## config.mk

```make
export PLATFORM = sky130hd
export DESIGN_NAME = axil_regtest_master
export DESIGN_NICKNAME = d
export VERILOG_FILES = /design/src/rtl/axil_regtest_pkg.sv /design/src/rtl/axil_regtest_timeout.sv /design/src/rtl/axil_regtest_master.sv
export SDC_FILE = /design/constraint.sdc
export NUM_CORES = 1
export LEC_CHECK = 0
export BUFFER_PORTS_ARGS = -buffer_cell sky130_fd_sc_hd__buf_2
export CORE_ASPECT_RATIO = 0.6
export CORE_MARGIN = 5
export CORE_UTILIZATION = 25
export CTS_BUF_LIST = sky130_fd_sc_hd__clkbuf_4 sky130_fd_sc_hd__clkbuf_8 sky130_fd_sc_hd__clkbuf_16
export DETAILED_ROUTE_END_ITERATION = 16
export GPL_ROUTABILITY_DRIVEN = 0
export GPL_TIMING_DRIVEN = 0
export PLACE_DENSITY = 0.49
export SLEW_MARGIN = 20
export SYNTH_ARGS = -nofsm -noshare
export SYNTH_HDL_FRONTEND = slang
export SYNTH_SLANG_ARGS = --single-unit
```

## constraint.sdc

```tcl
create_clock -name ACLK -period 8.31 [get_ports ACLK]
set_clock_uncertainty 0.2 [all_clocks]
set_input_delay 2.0775 -clock ACLK [delete_from_list [all_inputs] [get_ports ACLK]]
set_output_delay 2.0775 -clock ACLK [all_outputs]
set_load 0.03 [all_outputs]
```

## src/rtl/axil_regtest_pkg.sv

```systemverilog
// Shared types and the test-pattern generator for the AXI4-Lite register test master.
package axil_regtest_pkg;

  typedef enum logic [2:0] {
    ST_IDLE,
    ST_WR,
    ST_WB,
    ST_RA,
    ST_RD,
    ST_CMP,
    ST_FIN
  } state_e;

  typedef enum logic [1:0] {
    MODE_INC  = 2'd0,
    MODE_WALK = 2'd1,
    MODE_INV  = 2'd2,
    MODE_RSVD = 2'd3
  } mode_e;

  localparam logic [1:0] RESP_OKAY = 2'b00;

  // Patterns are built at the widest supported data width and truncated by the caller.
  localparam int unsigned PATTERN_MAX_W = 64;

  function automatic logic [PATTERN_MAX_W-1:0] pattern(
    input mode_e                    mode,
    input logic [PATTERN_MAX_W-1:0] seed,
    input int unsigned              i,
    input int unsigned              width
  );
    logic [PATTERN_MAX_W-1:0] sum;
    sum = seed + PATTERN_MAX_W'(i);
    case (mode)
      MODE_WALK: pattern = PATTERN_MAX_W'(1) << (i % width);
      MODE_INV:  pattern = ~sum;
      default:   pattern = sum;
    endcase
  endfunction

endpackage

```

## src/rtl/axil_regtest_timeout.sv

```systemverilog
// Per-phase watchdog: counts enabled cycles since the last clear and flags the last allowed one.
module axil_regtest_timeout #(
  parameter int unsigned CYCLES = 256
) (
  input  logic clk,
  input  logic rst,
  input  logic clear,
  input  logic enable,
  output logic expired
);

  localparam int unsigned CW = (CYCLES > 1) ? $clog2(CYCLES) : 1;

  logic [CW-1:0] count;

  assign expired = enable && (count == CW'(CYCLES - 1));

  always_ff @(posedge clk or posedge rst) begin
    if (rst) begin
      count <= '0;
    end else if (clear) begin
      count <= '0;
    end else if (enable && !expired) begin
      count <= count + 1'b1;
    end
  end

endmodule

```

## src/rtl/axil_regtest_master.sv

```systemverilog
// AXI4-Lite master running a write-then-readback test over NUM_REGS registers,
// counting response and compare errors and reporting pass/timeout status.
module axil_regtest_master
  import axil_regtest_pkg::*;
#(
  parameter int unsigned            ADDR_WIDTH     = 32,
  parameter int unsigned            DATA_WIDTH     = 32,
  parameter int unsigned            NUM_REGS       = 4,
  parameter logic [ADDR_WIDTH-1:0]  BASE_ADDR      = '0,
  parameter logic [ADDR_WIDTH-1:0]  ADDR_STRIDE    = ADDR_WIDTH'(4),
  parameter int unsigned            TIMEOUT_CYCLES = 256,
  localparam int unsigned           IDX_W          = (NUM_REGS > 1) ? $clog2(NUM_REGS) : 1
) (
  input  logic                      ACLK,
  input  logic                      ARESET,
  input  logic                      start,
  input  logic [1:0]                mode,
  input  logic [DATA_WIDTH-1:0]     seed,
  output logic                      busy,
  output logic                      done,
  output logic                      pass,
  output logic                      timeout,
  output logic [15:0]               err_count,
  output logic [IDX_W-1:0]          first_err_idx,

  output logic [ADDR_WIDTH-1:0]     M_AXI_AWADDR,
  output logic [2:0]                M_AXI_AWPROT,
  output logic                      M_AXI_AWVALID,
  input  logic                      M_AXI_AWREADY,
  output logic [DATA_WIDTH-1:0]     M_AXI_WDATA,
  output logic [DATA_WIDTH/8-1:0]   M_AXI_WSTRB,
  output logic                      M_AXI_WVALID,
  input  logic                      M_AXI_WREADY,
  input  logic [1:0]                M_AXI_BRESP,
  input  logic                      M_AXI_BVALID,
  output logic                      M_AXI_BREADY,
  output logic [ADDR_WIDTH-1:0]     M_AXI_ARADDR,
  output logic [2:0]                M_AXI_ARPROT,
  output logic                      M_AXI_ARVALID,
  input  logic                      M_AXI_ARREADY,
  input  logic [DATA_WIDTH-1:0]     M_AXI_RDATA,
  input  logic [1:0]                M_AXI_RRESP,
  input  logic                      M_AXI_RVALID,
  output logic                      M_AXI_RREADY
);

  state_e                 state, state_next;
  mode_e                  mode_q;
  logic [DATA_WIDTH-1:0]  seed_q;
  logic [DATA_WIDTH-1:0]  wdata_q;
  logic [DATA_WIDTH-1:0]  rdata_q;
  logic [ADDR_WIDTH-1:0]  addr_q;
  logic [IDX_W-1:0]       idx;
  logic                   aw_done, w_done;
  logic                   aw_hs, w_hs, wr_complete, last;
  logic                   phase_clear, phase_en, phase_expired;
  logic                   tmo_evt, bresp_err, rresp_err, cmp_err, err_evt;

  assign M_AXI_AWADDR = addr_q;
  assign M_AXI_ARADDR = addr_q;
  assign M_AXI_WDATA  = wdata_q;
  assign M_AXI_AWPROT = '0;
  assign M_AXI_ARPROT = '0;
  assign M_AXI_WSTRB  = '1;

  assign aw_hs       = M_AXI_AWVALID && M_AXI_AWREADY;
  assign w_hs        = M_AXI_WVALID && M_AXI_WREADY;
  assign wr_complete = (aw_done || aw_hs) && (w_done || w_hs);
  assign last        = (32'(idx) == NUM_REGS - 1);

  assign phase_en    = (state == ST_WR) || (state == ST_WB) || (state == ST_RA) || (state == ST_RD);
  assign phase_clear = (state_next != state);

  axil_regtest_timeout #(
    .CYCLES (TIMEOUT_CYCLES)
  ) u_timeout (
    .clk     (ACLK),
    .rst     (ARESET),
    .clear   (phase_clear),
    .enable  (phase_en),
    .expired (phase_expired)
  );

  // A handshake completing in the watchdog's final cycle still wins, so the
  // slave is never left with an accepted request that nobody will retire.
  assign tmo_evt   = phase_en && (state_next == ST_FIN);
  assign bresp_err = (state == ST_WB) && M_AXI_BVALID && (M_AXI_BRESP != RESP_OKAY);
  assign rresp_err = (state == ST_RD) && M_AXI_RVALID && (M_AXI_RRESP != RESP_OKAY);
  assign cmp_err   = (state == ST_CMP) && (rdata_q != wdata_q);
  assign err_evt   = tmo_evt || bresp_err || rresp_err || cmp_err;

  always_ff @(posedge ACLK or posedge ARESET) begin
    if (ARESET) begin
      state <= ST_IDLE;
    end else begin
      state <= state_next;
    end
  end

  always_comb begin
    state_next = state;
    unique case (state)
      ST_IDLE: if (start) state_next = ST_WR;
      ST_WR: begin
        if (wr_complete)        state_next = ST_WB;
        else if (phase_expired) state_next = ST_FIN;
      end
      ST_WB: begin
        if (M_AXI_BVALID)       state_next = ST_RA;
        else if (phase_expired) state_next = ST_FIN;
      end
      ST_RA: begin
        if (M_AXI_ARREADY)      state_next = ST_RD;
        else if (phase_expired) state_next = ST_FIN;
      end
      ST_RD: begin
        if (M_AXI_RVALID)       state_next = ST_CMP;
        else if (phase_expired) state_next = ST_FIN;
      end
      ST_CMP:  state_next = last ? ST_FIN : ST_WR;
      ST_FIN:  state_next = ST_IDLE;
      default: state_next = ST_IDLE;
    endcase
  end

  always_comb begin
    M_AXI_AWVALID = 1'b0;
    M_AXI_WVALID  = 1'b0;
    M_AXI_BREADY  = 1'b0;
    M_AXI_ARVALID = 1'b0;
    M_AXI_RREADY  = 1'b0;
    busy          = 1'b0;
    done          = 1'b0;
    unique case (state)
      ST_WR: begin
        M_AXI_AWVALID = !aw_done;
        M_AXI_WVALID  = !w_done;
        busy          = 1'b1;
      end
      ST_WB: begin
        M_AXI_BREADY = 1'b1;
        busy         = 1'b1;
      end
      ST_RA: begin
        M_AXI_ARVALID = 1'b1;
        busy          = 1'b1;
      end
      ST_RD: begin
        M_AXI_RREADY = 1'b1;
        busy         = 1'b1;
      end
      ST_CMP:  busy = 1'b1;
      ST_FIN:  done = 1'b1;
      default: ;
    endcase
  end

  always_ff @(posedge ACLK or posedge ARESET) begin
    if (ARESET) begin
      mode_q        <= MODE_INC;
      seed_q        <= '0;
      wdata_q       <= '0;
      rdata_q       <= '0;
      addr_q        <= '0;
      idx           <= '0;
      aw_done       <= 1'b0;
      w_done        <= 1'b0;
      err_count     <= '0;
      first_err_idx <= '0;
      timeout       <= 1'b0;
      pass          <= 1'b0;
    end else begin
      aw_done <= (state == ST_WR) && (state_next == ST_WR) && (aw_done || aw_hs);
      w_done  <= (state == ST_WR) && (state_next == ST_WR) && (w_done || w_hs);

      if (state == ST_RD && M_AXI_RVALID) rdata_q <= M_AXI_RDATA;
      if (tmo_evt) timeout <= 1'b1;

      if (err_evt) begin
        if (err_count != '1) err_count <= err_count + 16'd1;
        if (err_count == '0) first_err_idx <= idx;
      end

      if (state == ST_CMP && !last) begin
        idx     <= idx + 1'b1;
        addr_q  <= addr_q + ADDR_STRIDE;
        wdata_q <= DATA_WIDTH'(pattern(mode_q, PATTERN_MAX_W'(seed_q), 32'(idx) + 32'd1, DATA_WIDTH));
      end

      if (state == ST_FIN) pass <= (err_count == '0) && !timeout;

      if (state == ST_IDLE && start) begin
        mode_q        <= mode_e'(mode);
        seed_q        <= seed;
        idx           <= '0;
        addr_q        <= BASE_ADDR;
        wdata_q       <= DATA_WIDTH'(pattern(mode_e'(mode), PATTERN_MAX_W'(seed), 32'd0, DATA_WIDTH));
        err_count     <= '0;
        first_err_idx <= '0;
        timeout       <= 1'b0;
        pass          <= 1'b0;
      end
    end
  end

endmodule

```

==> results by stage, run 1 <==
Outcome:
- The flow ran to the end, and the final reports show no timing, DRC or antenna violations.

Finish:
- In the final design database the tool counted 1,344 nets.
- The final core utilization is 0.312.
- Fill cells in the final layout number 3,983.
- In the final layout, the share of cells above drive strength 1 is 0.258.
- From synthesis to final layout, the design area changed by 24.3%.
- The final cell area excluding filler cells is 11,700 um^2.

Synth:
- The summed instance area of the synthesized netlist is 9400 um^2.
- After synthesis, the netlist uses 62 different library cells.
- Of all cell types, the one taking the most synthesized area is sky130_fd_sc_hd__dfrtp_1.
- For this run, the leading register cell type out of synthesis is sky130_fd_sc_hd__dfrtp_1.
- The fraction of registers with async set or reset after synthesis is 1.00.
- Yosys mapped a number of flops with a built-in enable equal to 0.
- The top cell type's share of synthesized area is 0.434.
- The number of synthesized register bits is 163.
- Synthesis handed over a netlist of 1,021 instances.
- For this run, the number of Yosys warnings is 0.
- The synthesized area per cell is 9.21 um^2.
- By area the synthesized netlist is led by sky130_fd_sc_hd__dfrtp_1 43%, sky130_fd_sc_hd__nand2_1 5.7%, sky130_fd_sc_hd__xnor2_1 5.0%, sky130_fd_sc_hd__mux2_2 4.1%, sky130_fd_sc_hd__nor2_1 3.8%.
- For this run, the register share of the synthesized area comes to 0.434.

Power:
- The net switching power is 1.69 mW.
- Of the total power, the share spent switching nets is 0.450.
- Dividing total power by cell area gives a power density of 322 nW/um^2.
- The internal power of the cells totals 2.06 mW.
- The post-route total power is 3.76 mW.
- The analysis attributes to cell leakage a power of 5.52 nW.
- Of the total power, registers draw 0.360.
- The worst-case IR drop observed on VDD is 0.000149 V.
- The share of total power dissipated in combinational logic is 0.427.
- The share of total power dissipated in the clock network is 0.213.

Timing:
- Derived from the worst setup path, the maximum achievable clock frequency is 226 MHz.
- The number of failing setup endpoints in the final timing report is 0.
- The tightest slew margin relative to the limit is 0.455.
- The number of max-slew violations in the final report is 0.
- Summed over all failing endpoints, the final setup total negative slack is 0 ns.
- The number of hold-slack violations in the final timing report is 0.
- The slew at the pin with the worst max-slew slack is 0.806 ns.
- The share of the cycle needed by the critical path after routing is 0.533.
- In the post-route analysis, the smallest setup slack over all paths is 3.88 ns.
- After layout, the minimum clock period comes to 4.43 ns.
- Setup repair after global routing left no endpoint under its margin.

Global routing:
- The largest net degree at the start of global routing is 85.
- The overall track demand over capacity in global routing is 0.154.
- The first global-routing pass estimated 49,300 um of wire.
- The via count of the first global-routing pass is 7,807.
- The global routing met2 resource utilization is 0.226.
- The routing layer with the top usage in global route is met1.
- The initial antenna violation count came to 2.
- In the global route stage, met3 resource usage came out at 0.0341.
- For met1 alone, demand over resource in global routing was 0.230.
- The total overflow left after global routing is 0.

Worst setup path:
- The most numerous cell type found on the critical path is sky130_fd_sc_hd__clkbuf_1.
- The largest driver fanout on the critical path is 10.
- The buffers plus inverters on the worst setup path is 4.
- The worst setup path is launched from a primary input.
- For this run, the slowest stage of the critical path takes 0.66 ns.
- The number of cells on the worst reg-to-reg path is 7.
- The data arrival time of the worst path is 4.51 ns.
- The required time of the worst setup path is 8.39 ns.
- STA classifies the critical path endpoint as a flip-flop.
- The cell family contributing the most delay on the critical path is buffers and inverters.
- The critical path in this run is classified as in -> reg.
- The worst reg-to-reg setup slack is 4.68 ns.
- The capture instance of the worst register-to-register path is M_AXI_WDATA[2].
- Walking the worst path, the cells encountered are buf_2 > and3_1 > clkbuf_1 > clkbuf_1 > buf_1 > a21oi_1.
- The critical register-to-register path startpoint is state[2].
- The slowest stage of the critical path belongs to the cell sky130_fd_sc_hd__buf_1.

Detailed routing:
- The total wire length after detailed routing is 32,400 um.
- For this run, the detailed router's first-pass iteration total came to 5.
- For this block, the initial DRC count from the detailed router was 532.
- In the routed design, unresolved DRC markers number 0.
- For this block, the via count after detailed routing is 8,118.
- The vias per cell is 4.57.
- The post-detailed-route wirelength per cell is 18.3 um.
- The number of nets with antenna violations after routing is 0.

Clocking:
- The maximum root-to-sink buffer count is 2.
- TritonCTS built the clock tree.
- After clock tree synthesis, the clock-pin slew on the worst setup and hold paths is 0.07 ns.
- The number of buffers created by CTS is 17.
- The total of hold buffers inserted after clock tree synthesis is 0.
- The clock latency of the later-clocked register in the worst-skew pair is 0.44 ns.
- The clock sink count is 163.
- The clock tree synthesis step divided the H-tree into 4 levels.
- The number of gates resized after cts is 0.
- The setup fix buffers added after clock tree synthesis is 0.
- The cell chosen for the clock root is sky130_fd_sc_hd__clkbuf_16.

Floorplanning:
- The effective utilization at floorplan is 0.251.
- The floorplan step defined a die boundary enclosing 41,700 um^2.
- During I/O placement, the number of pins put on the boundary was 211.
- From left edge to right edge, the die measures 260 um.
- Measured along the y axis, the die boundary spans 160 um.
- The region available for standard cell placement spans 37,400 um^2.
- Row generation in the floorplan step produced 55 rows.

Placed design:
- The placed wire-length estimate is 25,400 um.
- Before CTS, the worst setup slack after placement is 3.40 ns.
- Input and output buffers added on the ports amount to 196.
- Once placement finished, the instance area stood at 11,100 um^2.

Min path:
- The worst hold path was traced through 2 stages.
- In this run the worst hold path is classified as reg -> reg.
- The path with the worst hold slack has its endpoint at seed_q[31].
- The startpoint of the worst hold path is seed_q[31].

Job:
- The max capacitance violation total is 0.
## how the worst max path moves through the flow
stage / start / to / slack (ns) / depth (start not counted)
after CTS: start / M_AXI_WDATA[2] / 3.88 / 6
final: start / M_AXI_WDATA[2] / 3.88 / 6
after global routing: start / M_AXI_WDATA[2] / 3.81 / 6
after global placement: ARESET / seed_q[12] / -0.81 / 2
after detailed placement: start / M_AXI_WDATA[2] / 3.40 / 6
after floorplan: ARESET / M_AXI_ARADDR[10] / 1.63 / 1
## power groups by stage
| stage | Clock (mW) | Combinational [mW] | Sequential [mW] |
|---|---|---|---|
| after floorplan | 0 | 0.997 | 1.41 |
| after global placement | 0 | 1.58 | 1.36 |
| after detailed placement | 0 | 1.60 | 1.36 |
| after CTS | 0.819 | 1.61 | 1.35 |
| after global routing | 0.852 | 1.76 | 1.39 |
| final | 0.799 | 1.60 | 1.35 |
## layout by cell type, fill, tap and decap left out, types with 34 or more instances in the layout
cell type	netlist	final
sky130_fd_sc_hd__a21oi_1	47	47
sky130_fd_sc_hd__buf_2	7	203
sky130_fd_sc_hd__buf_4	44	44
sky130_fd_sc_hd__clkbuf_1	34	34
sky130_fd_sc_hd__dfrtp_1	163	163
sky130_fd_sc_hd__mux2_2	34	34
sky130_fd_sc_hd__mux2i_1	35	35
sky130_fd_sc_hd__nand2_1	143	143
sky130_fd_sc_hd__nand3_1	58	58
sky130_fd_sc_hd__nor2_1	96	96
sky130_fd_sc_hd__xnor2_1	54	54
sky130_fd_sc_hd__xor2_1	37	37
## worst reg2reg max path: cells and delay by family (launching register included)
family / cells / cell delay, ns
AND/OR/NAND/NOR: 1 / 0.32
flip-flops: 1 / 0.45
buffers and inverters: 5 / 2.36
AO/OA/AOI/OAI: 1 / 0.15
## cells in the mapped netlist, types with 3 or more instances
cell type                  instances
sky130_fd_sc_hd__a211oi_1          9
sky130_fd_sc_hd__nand4_1          28
sky130_fd_sc_hd__nor4_1            9
sky130_fd_sc_hd__or3_1             5
sky130_fd_sc_hd__and3_1           16
sky130_fd_sc_hd__a21o_1            5
sky130_fd_sc_hd__o31ai_1           5
sky130_fd_sc_hd__nand3b_1          3
sky130_fd_sc_hd__and4_1            7
sky130_fd_sc_hd__o211ai_1         21
sky130_fd_sc_hd__buf_2             7
sky130_fd_sc_hd__o21ai_0          28
sky130_fd_sc_hd__nand2_1         143
sky130_fd_sc_hd__ha_1             16
sky130_fd_sc_hd__clkbuf_1         34
sky130_fd_sc_hd__a22oi_1           4
sky130_fd_sc_hd__nand2b_1          9
sky130_fd_sc_hd__nor2b_1           3
sky130_fd_sc_hd__a31oi_1           3
sky130_fd_sc_hd__mux2i_1          35
sky130_fd_sc_hd__nand3_1          58
sky130_fd_sc_hd__nor2_1           96
sky130_fd_sc_hd__a21oi_1          47
sky130_fd_sc_hd__mux2_2           34
sky130_fd_sc_hd__buf_4            44
sky130_fd_sc_hd__a221oi_1          4
sky130_fd_sc_hd__xor2_1           37
sky130_fd_sc_hd__dfrtp_1         163
sky130_fd_sc_hd__xnor2_1          54
sky130_fd_sc_hd__buf_1            10
sky130_fd_sc_hd__nor3_1           18
sky130_fd_sc_hd__inv_1            21
sky130_fd_sc_hd__or4_1             4
## sequential cells by signal, indices dropped and copies added, names as in the netlist, 2 cells and up
name             flops
rdata_q             32
state                3
mode_q               2
seed_q              32
M_AXI_ARADDR        30
idx                  2
err_count           16
first_err_idx        2
u_timeout.count      8
M_AXI_WDATA         32
## routing by layer
layer	up-vias	part of all wire	wire, um
met5	-	0.00040	13
met2	225	0.43	13800
met3	29	0.058	1890
li1	3974	-	-
met1	3888	0.50	16200
met4	2	0.015	481
## logic make-up after synthesis
| group | count (synthesis) | share of synthesized area |
|---|---|---|
| other | 2 | 0.000799 |
| buffers and inverters | 117 | 0.0660 |
| multiplexers | 69 | 0.0780 |
| AND/OR/NAND/NOR | 415 | 0.212 |
| adder cells (fa/ha/maj) | 17 | 0.0234 |
| XOR/XNOR | 91 | 0.0848 |
| AO/OA/AOI/OAI | 147 | 0.101 |
| flip-flops | 163 | 0.434 |
## stage by stage
step,std cells,hold WS [ns]
floorplan,1033,0.252
global placement,1742,0.277
detailed placement,1743,0.287
CTS,1775,0.305
global route,1776,0.330
finish,1776,0.300
## final cells by class
class,instances,area (um^2),share of cell area
diodes,1,2.50,0.000214
plain buffers,96,542,0.0464
clock buffers,17,425,0.0364
clock inverters,15,149,0.0127
inverters,21,86.3,0.00739
multi-input cells,753,4750,0.406
flip-flops and latches,163,4080,0.349
well taps,513,642,0.0550
repair buffers,197,1010,0.0863
No activity file was read; power rests on OpenSTA's default activity.
==> run 2, diff against run 1 <==
- ABC_AREA: unset -> 1
- clock period: 8.31 -> 4.2 ns (I/O delays scaled with it)
==> run 2 against run 1 <==
- hold slack got worse by 0.013 ns
- synthesized cell count is 43% higher
- sequential power increased by 90%
- die area up 11%
- register-to-register slack lost 4.0 ns
- global-route usage up 1.9 points
- power up 100%
- cell area grew 10%
- routed wire length up 25%
- largest cell class unchanged
==> results by stage, run 2 <==
Outcome:
- Status: complete, no violations (unchanged).

Detailed routing:
- The count of vias placed by the detailed router is 10,639 (was 8,118).
- The number of search-and-repair iterations in the first detailed-routing pass is 5 (unchanged).
- The number of remaining DRC errors is 0 (unchanged).
- The post-detailed-route wirelength per cell is 17.8 um (was 18.3 um).
- The total wire length after detailed routing is 40,600 um (was 32,400 um).
- The first-iteration detailed-routing DRC count is 1,044 (was 532).
- The vias per cell came to 4.66 (was 4.57).
- The number of nets with antenna violations after routing is 0 (unchanged).

Synth:
- The leading cell type by number of instances after synthesis is sky130_fd_sc_hd__nand2_1 (was sky130_fd_sc_hd__dfrtp_1).
- The top cell type's share of synthesized area is 0.390 (was 0.434).
- Synth top cells by count: 444 x sky130_fd_sc_hd__nand2_1, 163 x sky130_fd_sc_hd__dfrtp_1, 159 x sky130_fd_sc_hd__inv_1, 126 x sky130_fd_sc_hd__nor2_1, 105 x sky130_fd_sc_hd__o21ai_0 (was 163 x sky130_fd_sc_hd__dfrtp_1, 143 x sky130_fd_sc_hd__nand2_1, 96 x sky130_fd_sc_hd__nor2_1, 58 x sky130_fd_sc_hd__nand3_1, 54 x sky130_fd_sc_hd__xnor2_1).
- The number of warning messages in the yosys log was 0 (unchanged).
- The share of synthesized area occupied by flip-flops and latches was 0.390 (was 0.434).
- The number of synthesized register bits was 163 (unchanged).
- The number of library cell types mapped by synthesis is 49 (was 62).
- The synthesized area per cell came to 7.13 um^2 (was 9.21 um^2).
- The number of enable-type register cells in the synthesized netlist is 0 (unchanged).
- The fraction of registers with async set or reset after synthesis is 1.00 (unchanged).
- The most frequently used flop master after synthesis is sky130_fd_sc_hd__dfrtp_1 (unchanged).
- The leading area contributor after synthesis was sky130_fd_sc_hd__dfrtp_1 (unchanged).
- The summed instance area of the synthesized netlist is 10,500 um^2 (was 9400 um^2).
- The number of instances in the synthesized netlist is 1,465 (was 1,021).
- Leading cell types by total area after synthesis: sky130_fd_sc_hd__dfrtp_1 39%, sky130_fd_sc_hd__nand2_1 16%, sky130_fd_sc_hd__inv_1 5.7%, sky130_fd_sc_hd__o21ai_0 5.0%, sky130_fd_sc_hd__nor2_1 4.5% (was sky130_fd_sc_hd__dfrtp_1 43%, sky130_fd_sc_hd__nand2_1 5.7%, sky130_fd_sc_hd__xnor2_1 5.0%, sky130_fd_sc_hd__mux2_2 4.1%, sky130_fd_sc_hd__nor2_1 3.8%).

Worst setup path:
- The required time of the worst setup path is 4.33 ns (was 8.39 ns).
- The buffers plus inverters on the worst setup path is 1 (was 4).
- The cell family contributing the most delay on the critical path is simple AND/OR/NAND/NOR gates (was buffers and inverters).
- The data arrival time of the worst path is 3.67 ns (was 4.51 ns).
- The largest stage delay on the critical path is 0.49 ns (was 0.66 ns).
- The largest driver fanout on the critical path is 8 (was 10).
- The nature of the critical path startpoint is a flip-flop (was primary input).
- The kind of critical path is reg -> reg (was in -> reg).
- The most frequent cell on the critical path was sky130_fd_sc_hd__nand3_1 (was sky130_fd_sc_hd__clkbuf_1).
- The worst-path cell with the longest stage delay is sky130_fd_sc_hd__dfrtp_1 (was sky130_fd_sc_hd__buf_1).
- Worst path cell trace: inv_1 > ha_1 > ha_1 > nand3_1 > nand3_1 > nand2_1 > nor2_1 > nand2_1 > nor2_1 > nand3_1 > nand2_1 > nand2_1 > nand3_1 > nand3_1 (was buf_2 > and3_1 > clkbuf_1 > clkbuf_1 > buf_1 > a21oi_1).
- The category of the worst setup path capture point is a flip-flop (unchanged).

Job:
- The max capacitance violation total was 0 (unchanged).

Finish:
- Most frequent cells in the layout: 444 x sky130_fd_sc_hd__nand2_1, 200 x sky130_fd_sc_hd__buf_2, 163 x sky130_fd_sc_hd__dfrtp_1, 158 x sky130_fd_sc_hd__inv_1, 126 x sky130_fd_sc_hd__nor2_1 (was 203 x sky130_fd_sc_hd__buf_2, 163 x sky130_fd_sc_hd__dfrtp_1, 143 x sky130_fd_sc_hd__nand2_1, 96 x sky130_fd_sc_hd__nor2_1, 58 x sky130_fd_sc_hd__nand3_1).
- The flip-flop and latch area was 4080 um^2 (unchanged).
- The leading cell type in the layout, fill and taps excluded was sky130_fd_sc_hd__nand2_1 (was sky130_fd_sc_hd__buf_2).
- The final-layout fill cell count is 4,596 (was 3,983).
- The signed area change from the synthesized netlist to the final layout is 23.3% (was 24.3%).
- The area occupied by multi-input gates was 5250 um^2 (was 4750 um^2).
- The final net count was 1,796 (was 1,344).
- The ratio of cells with drive above 1 in the final layout is 0.195 (was 0.258).

Floorplanning:
- The I/O pin total came to 211 (unchanged).
- The placeable core region is 41,600 um^2 (was 37,400 um^2).
- The die area is 46,100 um^2 (was 41,700 um^2).
- The effective utilization at floorplan is 0.251 (about the same).
- The vertical die dimension is 168 um (was 160 um).
- The width of the chip is 274 um (was 260 um).
- The number of cell rows is 58 (was 55).

Global routing:
- The overall track demand over capacity in global routing is 0.173 (was 0.154).
- The initial antenna violation count was 2 (unchanged).
- The overflow left after global routing is 0 (unchanged).
- The via count of the first global-routing pass came to 10,008 (was 7,807).
- The largest net degree at the start of global routing is 29 (was 85).
- The global-route wire length before repair was 61,300 um (was 49,300 um).

Power:
- The clock network fraction of design power is 0.207 (was 0.213).
- The post-route total power was 7.57 mW (was 3.76 mW).
- The total internal power is 3.98 mW (was 2.06 mW).
- The cell leakage power is 6.52 nW (was 5.52 nW).
- The total power density per cell area is 588 nW/um^2 (was 322 nW/um^2).
- The switching fraction of total power is 0.475 (was 0.450).
- The net switching power was 3.60 mW (was 1.69 mW).
- The maximum ir drop on the vdd rail is 0.000293 V (was 0.000149 V).
- The share of total power in sequential cells was 0.340 (was 0.360).
- The relative contribution of combinational cells to total power is 0.453 (was 0.427).

Clocking:
- The CTS tree is done (unchanged).
- The total of hold buffers inserted after clock tree synthesis is 0 (unchanged).
- The number of gates resized after cts is 0 (unchanged).
- The number of buffers created by CTS is 17 (unchanged).
- The maximum root-to-sink buffer count came to 2 (unchanged).
- The setup fix buffers added after clock tree synthesis is 0 (unchanged).
- The maximum level of the CTS H-tree is 4 (unchanged).
- The cell chosen for the clock root is sky130_fd_sc_hd__clkbuf_16 (unchanged).
- The clock sink count was 163 (unchanged).
- The clock-pin slew on the worst setup and hold paths came to 0.07 ns (about the same).
- The clock latency of the later-clocked register in the worst-skew pair is 0.45 ns (was 0.44 ns).

Timing:
- The number of hold-slack violations in the final timing report came to 0 (unchanged).
- The number of failing setup endpoints in the final timing report is 0 (unchanged).
- Unrepaired setup endpoints after global routing: false (unchanged).
- The slew at the pin with the worst max-slew slack is 1.01 ns (was 0.806 ns).
- Static timing analysis puts the maximum clock frequency at 282 MHz.
- The final critical delay including setup and external delays is 3.55 ns.
- The worst slack on hold paths is 0.287 ns (was 0.300 ns).
- The tightest slew margin relative to the limit is 0.324 (was 0.455).
- The share of the cycle needed by the critical path after routing is 0.844.
- The number of max-slew violations in the final report is 0 (unchanged).

Min path:
- The path class of the lowest-slack min-delay path is reg -> reg (unchanged).

Placed design:
- The number of buffers inserted by port buffering is 196 (unchanged).
- The placed wire-length estimate is 32,500 um (was 25,400 um).
[run 2: area by class of cell]
cell class | count | share of cell area
buffer | 91 | 0.0415
timing repair buffer | 202 | 0.0860
antenna | 2 | 0.000388
multi-input combinational | 1054 | 0.407
inverter | 169 | 0.0495
sequential | 163 | 0.317
clock buffer | 22 | 0.0369
tap | 570 | 0.0553
clock inverter | 9 | 0.00641
[run 2: cell families after synthesis]
| group | after synthesis | synth area share |
|---|---|---|
| buffers and inverters | 260 | 0.112 |
| adder cells (fa/ha/maj) | 20 | 0.0247 |
| multiplexers | 16 | 0.0172 |
| other | 2 | 0.000718 |
| AO/OA/AOI/OAI | 201 | 0.109 |
| XOR/XNOR | 50 | 0.0419 |
| AND/OR/NAND/NOR | 753 | 0.304 |
| flip-flops | 163 | 0.390 |
[run 2: power groups by stage]
stage | clock, mW | sequential (mW) | combinational [mW]
finish | 1.57 | 2.57 | 3.43
global route | 1.67 | 2.64 | 3.81
CTS | 1.60 | 2.57 | 3.42
detailed placement | 0 | 2.59 | 3.41
global placement | 0 | 2.59 | 3.37
floorplan | 0 | 2.76 | 2.00
[run 2: worst reg2reg max path: cells and delay by family (launching register included)]
family / cells / cell delay (ns)
AND/OR/NAND/NOR: 11 / 1.88
buffers and inverters: 1 / 0.18
adder cells (fa/ha/maj): 2 / 0.68
flip-flops: 1 / 0.49
[run 2: per-layer routing]
layer  wire, um  track usage  part of all wire  up-vias
met3       3770       0.0436             0.093       33
met4        672       0.0434             0.017        2
met2      16600        0.249              0.41      448
li1           -            -                 -     5107
met5         11            0           0.00027        -
met1      19500        0.259              0.48     5049
[run 2: worst paths after layout]
| check | startpoint | end | slack, ns | cells past startpoint |
|---|---|---|---|---|
| min | seed_q[2] | seed_q[2] | 0.29 | 2 |
| max | idx[0] | M_AXI_WDATA[17] | 0.65 | 14 |
| min in group asynchronous | ARESET | seed_q[15] | 0.42 | 2 |
| max in group asynchronous | ARESET | M_AXI_ARADDR[20] | 2.48 | 5 |
| min reg2reg | seed_q[2] | seed_q[2] | 0.29 | 2 |
| max reg2reg | idx[0] | M_AXI_WDATA[17] | 0.65 | 14 |
[run 2: per-stage QoR]
step	cell area, um^2	setup TNS [ns]	setup slack (ns)	utilization	std cells
after floorplan	10500	0	0.879	-	1477
after detailed placement	12300	0	0.785	0.296	2249
after global placement	12200	-74.42	-0.481	0.293	2243
after global routing	12900	0	0.435	0.310	2281
after CTS	12900	0	0.769	0.310	2280
final	12900	0	0.655	0.310	2282
